`src/rtl/ls_multiple_seq.sv`:
```
// rtl/ls_multiple_seq.sv - load/store-multiple decode sequencer
// Expands one lmw/stmw into one memory beat per GPR from rt up to NUM_GPR-1.
module ls_multiple_seq #(
  parameter int GPR_W   = 5,
  parameter int NUM_GPR = 32
) (
  input  logic             i_clk,
  input  logic             i_reset_n,
  input  logic             i_start,
  input  logic             i_is_store,
  input  logic [GPR_W-1:0] i_rt,
  input  logic             i_hold,
  input  logic             i_abort,
  output logic             o_busy,
  output logic             o_if_hold,
  output logic             o_ls_en,
  output logic             o_ls_we,
  output logic             o_first_cycle,
  output logic             o_multiple_inc,
  output logic             o_last,
  output logic [GPR_W-1:0] o_gpr_idx,
  output logic             o_done
);

  typedef enum logic {
    S_IDLE = 1'b0,
    S_RUN  = 1'b1
  } state_t;

  localparam logic [GPR_W-1:0] LAST_IDX = GPR_W'(NUM_GPR - 1);
  localparam logic [GPR_W:0]   NUM_CNT  = (GPR_W+1)'(NUM_GPR);
  localparam logic [GPR_W:0]   CNT_ONE  = (GPR_W+1)'(1);
  localparam logic [GPR_W:0]   CNT_TWO  = (GPR_W+1)'(2);

  state_t           r_state, w_state_n;
  logic [GPR_W:0]   r_remain, w_remain_n;
  logic             r_ls_en, w_ls_en_n;
  logic             r_ls_we, w_ls_we_n;
  logic             r_first, w_first_n;
  logic             r_inc, w_inc_n;
  logic             r_last, w_last_n;
  logic [GPR_W-1:0] r_idx, w_idx_n;
  logic             r_done, w_done_n;

  always_ff @(posedge i_clk or negedge i_reset_n) begin
    if (!i_reset_n) begin
      r_state  <= S_IDLE;
      r_remain <= '0;
      r_ls_en  <= 1'b0;
      r_ls_we  <= 1'b0;
      r_first  <= 1'b0;
      r_inc    <= 1'b0;
      r_last   <= 1'b0;
      r_idx    <= '0;
      r_done   <= 1'b0;
    end else begin
      r_state  <= w_state_n;
      r_remain <= w_remain_n;
      r_ls_en  <= w_ls_en_n;
      r_ls_we  <= w_ls_we_n;
      r_first  <= w_first_n;
      r_inc    <= w_inc_n;
      r_last   <= w_last_n;
      r_idx    <= w_idx_n;
      r_done   <= w_done_n;
    end
  end

  // Defaults hold every register; done is a pulse and always falls unless re-fired.
  always_comb begin
    w_state_n  = r_state;
    w_remain_n = r_remain;
    w_ls_en_n  = r_ls_en;
    w_ls_we_n  = r_ls_we;
    w_first_n  = r_first;
    w_inc_n    = r_inc;
    w_last_n   = r_last;
    w_idx_n    = r_idx;
    w_done_n   = 1'b0;

    if (i_abort) begin
      w_state_n  = S_IDLE;
      w_remain_n = '0;
      w_ls_en_n  = 1'b0;
      w_ls_we_n  = 1'b0;
      w_first_n  = 1'b0;
      w_inc_n    = 1'b0;
      w_last_n   = 1'b0;
      w_idx_n    = '0;
    end else if (!i_hold) begin
      case (r_state)
        S_IDLE: begin
          if (i_start) begin
            w_state_n  = S_RUN;
            w_remain_n = NUM_CNT - {1'b0, i_rt};
            w_ls_en_n  = 1'b1;
            w_ls_we_n  = i_is_store;
            w_first_n  = 1'b1;
            w_inc_n    = 1'b0;
            w_last_n   = (i_rt == LAST_IDX);
            w_idx_n    = i_rt;
          end
        end
        S_RUN: begin
          if (r_last) begin
            w_state_n  = S_IDLE;
            w_remain_n = '0;
            w_ls_en_n  = 1'b0;
            w_ls_we_n  = 1'b0;
            w_first_n  = 1'b0;
            w_inc_n    = 1'b0;
            w_last_n   = 1'b0;
            w_idx_n    = '0;
            w_done_n   = 1'b1;
          end else begin
            // The beat count, not the index, decides the final beat so the index never wraps.
            w_remain_n = r_remain - CNT_ONE;
            w_first_n  = 1'b0;
            w_inc_n    = 1'b1;
            w_last_n   = (r_remain == CNT_TWO);
            w_idx_n    = r_idx + GPR_W'(1);
          end
        end
        default: w_state_n = S_IDLE;
      endcase
    end
  end

  assign o_busy         = (r_state == S_RUN);
  assign o_ls_en        = r_ls_en;
  assign o_ls_we        = r_ls_we;
  assign o_first_cycle  = r_first;
  assign o_multiple_inc = r_inc;
  assign o_last         = r_last;
  assign o_gpr_idx      = r_idx;
  assign o_done         = r_done;

  // Fetch is released already in the cycle of the last beat.
  assign o_if_hold = (i_start & ~o_busy & ~i_abort) | (o_busy & ~r_last & ~i_abort);

endmodule

```
`config.mk`:
```
export PLATFORM = sky130hd
export DESIGN_NAME = ls_multiple_seq
export DESIGN_NICKNAME = d
export VERILOG_FILES = /design/src/rtl/ls_multiple_seq.sv
export SDC_FILE = /design/constraint.sdc
export NUM_CORES = 1
export LEC_CHECK = 0
export BUFFER_PORTS_ARGS = -buffer_cell sky130_fd_sc_hd__buf_2
export CAP_MARGIN = 5
export CORE_ASPECT_RATIO = 0.7
export CORE_MARGIN = 2
export CORE_UTILIZATION = 47
export DETAILED_ROUTE_END_ITERATION = 7
export PLACE_DENSITY = 0.68
export SYNTH_ARGS = -nofsm -noshare
export SYNTH_HDL_FRONTEND = slang
export SYNTH_SLANG_ARGS = --single-unit
```
`constraint.sdc`:
```
create_clock -name i_clk -period 4.3 [get_ports i_clk]
set_input_delay 0.86 -clock i_clk [delete_from_list [all_inputs] [get_ports i_clk]]
set_output_delay 0.86 -clock i_clk [all_outputs]
set_load 0.01 [all_outputs]
```
==> results_dict.tcl <==
set metrics [dict create \
    status "finished, final reports clean" \
    path_buf_inv 2 \
    drc 0 \
    fin_util_pct 57.14 \
    crit_required_ns 3.44 \
    synthTopCellsByArea "dfrtp_1 43%, o21ai_0 6.6%, ha_1 5.9%" \
    grt_pass1_vias 851 \
    clock_path_buffers 2 \
    hold_viol_final 0 \
    layout_common_cells "23 x buf_2, 18 x dfrtp_1, 14 x o21ai_0" \
    rsz0062_at_grt "false" \
    critPathMaxFanout 12 \
    irDropWorstVdd_mv 0.1688 \
    maxSlewViolCount 0 \
    hold_class "in2async" \
    core_um2 2137 \
    post_cts_buffers 0 \
    drive_above_1_share_pct 20.28 \
    cp-start-kind "register" \
    diodes 0 \
    syn-num-nets 137 \
    syn_area_per_cell_um2 8.727 \
    ys_ff_latch 18 \
    synthCells 121 \
    cp_cell_sequence "clkinv_1 > nand2_1 > a21oi_1 > buf_2" \
    placedCellCount 171 \
    port_buffers 23 \
    fmax_ghz 0.4128 \
    antenna_found_initial 0 \
    cts_buffers 3 \
    drtAntennaViolNets 0 \
    end_kind "primary output" \
    ys_warn_count 0 \
    finalSetupViolations 0 \
    pin_count 24 \
    p_leak_nw 0.5923 \
    fp.dieArea_um2 2648 \
    placedInstanceArea_um2 1185 \
    synth_top_cell_area_share_pct 42.65 \
    syn-cell-area_um2 1056 \
    holdBufCountCts 0 \
    tns_ns 0 \
    wl_per_cell_um 13.62 \
    ctsResizeCount 0 \
    clock_skew_ns 0.008171 \
    maxCapViolCount 0 \
    vias 945 \
    overflow 0 \
    min_period_over_period_pct 56.33 \
    relSlewSlack_pct 58.31 \
    clk_latency_ns 0.30 \
    via_per_inst 5.400 \
    clk_pin_slew_ns 0.10 \
    crit_slowest_cell "dfrtp_1" \
    stdcell_area_um2 1221 \
    yosysTopAreaCell "dfrtp_1" \
    hpwl_mm 1.789 \
    die_h_um 43.66 \
    nNetsFinal 160 \
    grt_pass1_wl_mm 3.974 \
    areaGrowthSynthToFinish_pct 15.64 \
    drt-total-wl_mm 2.383 \
    final_common_cell "buf_2" \
    drtIter0Drc 42 \
    die_width_um 60.66 \
    stdcell_count 175 \
    start_util_pct 49.41 \
    grt_usage_pct 20.73 \
    cts.sinks 18 \
    worst_pin_slew_ns 0.6253 \
    cts.root.buffer_cell "clkbuf_4" \
    seq_area_frac_synth_pct 42.65 \
    cts_tree "done" \
    fin_crit_ns 2.422 \
    placementRows 14 \
    firstDrtPassIters 4 \
    htree_num_levels 1 \
    worstSetupPathType "reg2out" \
    gp_congestion 0.8419 \
    cp.arrival_ns 1.56 \
    grt_max_degree 19 \
    synth_cell_types 33 \
    cp_slowest_stage_delay_ns 0.56 \
    p_per_area_nw_per_um2 305.5 \
    crit_family "flip-flops" \
]
-- synthesized netlist by cell type --
cell      instances
or4b_1            1
o311ai_0          2
nand3_1           2
o31ai_1           3
nor2b_1           3
and3_1            3
a21oi_2           2
dfrtp_1          18
nand2_1          10
clkbuf_1          1
ha_1              5
o32a_1            1
buf_2             3
a31oi_1           2
a211oi_1          1
a22o_1            1
buf_4             1
o21a_1            3
xor2_1            2
clkinv_1          1
inv_1             7
a211o_1           1
nor3b_1           1
or3_1             1
nand4_1           2
nand2b_1          1
nor3_1            7
o21ai_1           1
nor2_1           10
a221o_1           2
or2_1             1
a21oi_1           8
o21ai_0          14
-- layer usage --
metal,part of all wire (%),GRT usage (%),wire length [um],vias up
met5,0,0,0,-
met3,4.4,6.269,106,4
li1,-,-,-,480
met2,43,28.17,1035,22
met1,51,30.93,1210,439
met4,1.3,7.826,30,0
-- final timing paths --
kind / start / slack, ns / to / cells past startpoint
min in group i_clk: o_multiple_inc$_DFFE_PN0P_ / 0.49 / o_multiple_inc$_DFFE_PN0P_ / 2
max in group asynchronous: i_reset_n / 3.55 / o_first_cycle$_DFFE_PN0P_ / 1
hold / removal: i_reset_n / 0.46 / o_multiple_inc$_DFFE_PN0P_ / 1
setup / recovery: o_busy$_DFFE_PN0P_ / 1.88 / o_if_hold / 4
hold reg to reg: o_multiple_inc$_DFFE_PN0P_ / 0.49 / o_multiple_inc$_DFFE_PN0P_ / 2
setup reg to reg: o_busy$_DFFE_PN0P_ / 2.52 / r_remain[4]$_DFFE_PN0P_ / 4
-- flip-flops by register name (all words and copies together), names as in the netlist --
| name | cells |
|---|---|
| o_multiple_inc | 1 |
| o_busy | 1 |
| o_ls_en | 1 |
| o_done | 1 |
| o_first_cycle | 1 |
| o_gpr_idx | 5 |
| o_last | 1 |
| o_ls_we | 1 |
| r_remain | 6 |
-- cell type report --
cell class	instances	area (um^2)
Inverter	8	30.03
Multi-Input combinational cell	90	549.3
Tap cell	32	40.04
Fill cell	185	915.9
Sequential cell	18	450.4
Clock buffer	4	36.28
Timing Repair Buffer	23	115.1
-- through the flow --
stage          power (mW)  hold slack, ns  setup slack, ns
2_1_floorplan      0.2427          0.4992            2.216
3_3_place_gp       0.2703          0.4682            2.116
3_5_place_dp       0.2713          0.4754            2.094
4_1_cts            0.3758          0.4752            1.868
5_1_grt            0.3967          0.5039            1.730
6_report           0.3731          0.4600            1.878
-- report_power, final --
group | switching (mW) | internal [mW] | total, mW
clock network | 0.0532 | 0.0517 | 0.105
registers | 0.0136 | 0.181 | 0.194
logic | 0.0451 | 0.0288 | 0.0739
total | 0.112 | 0.261 | 0.373
-- cell families after synthesis --
group,count (synthesis),synth area share [%]
AO/OA/AOI/OAI,41,24.88
flip-flops,18,42.65
XOR/XNOR,2,1.659
buffers and inverters,13,5.331
adder cells (fa/ha/maj),5,5.924
AND/OR/NAND/NOR,42,19.55
(Power assumes the default switching activity.)
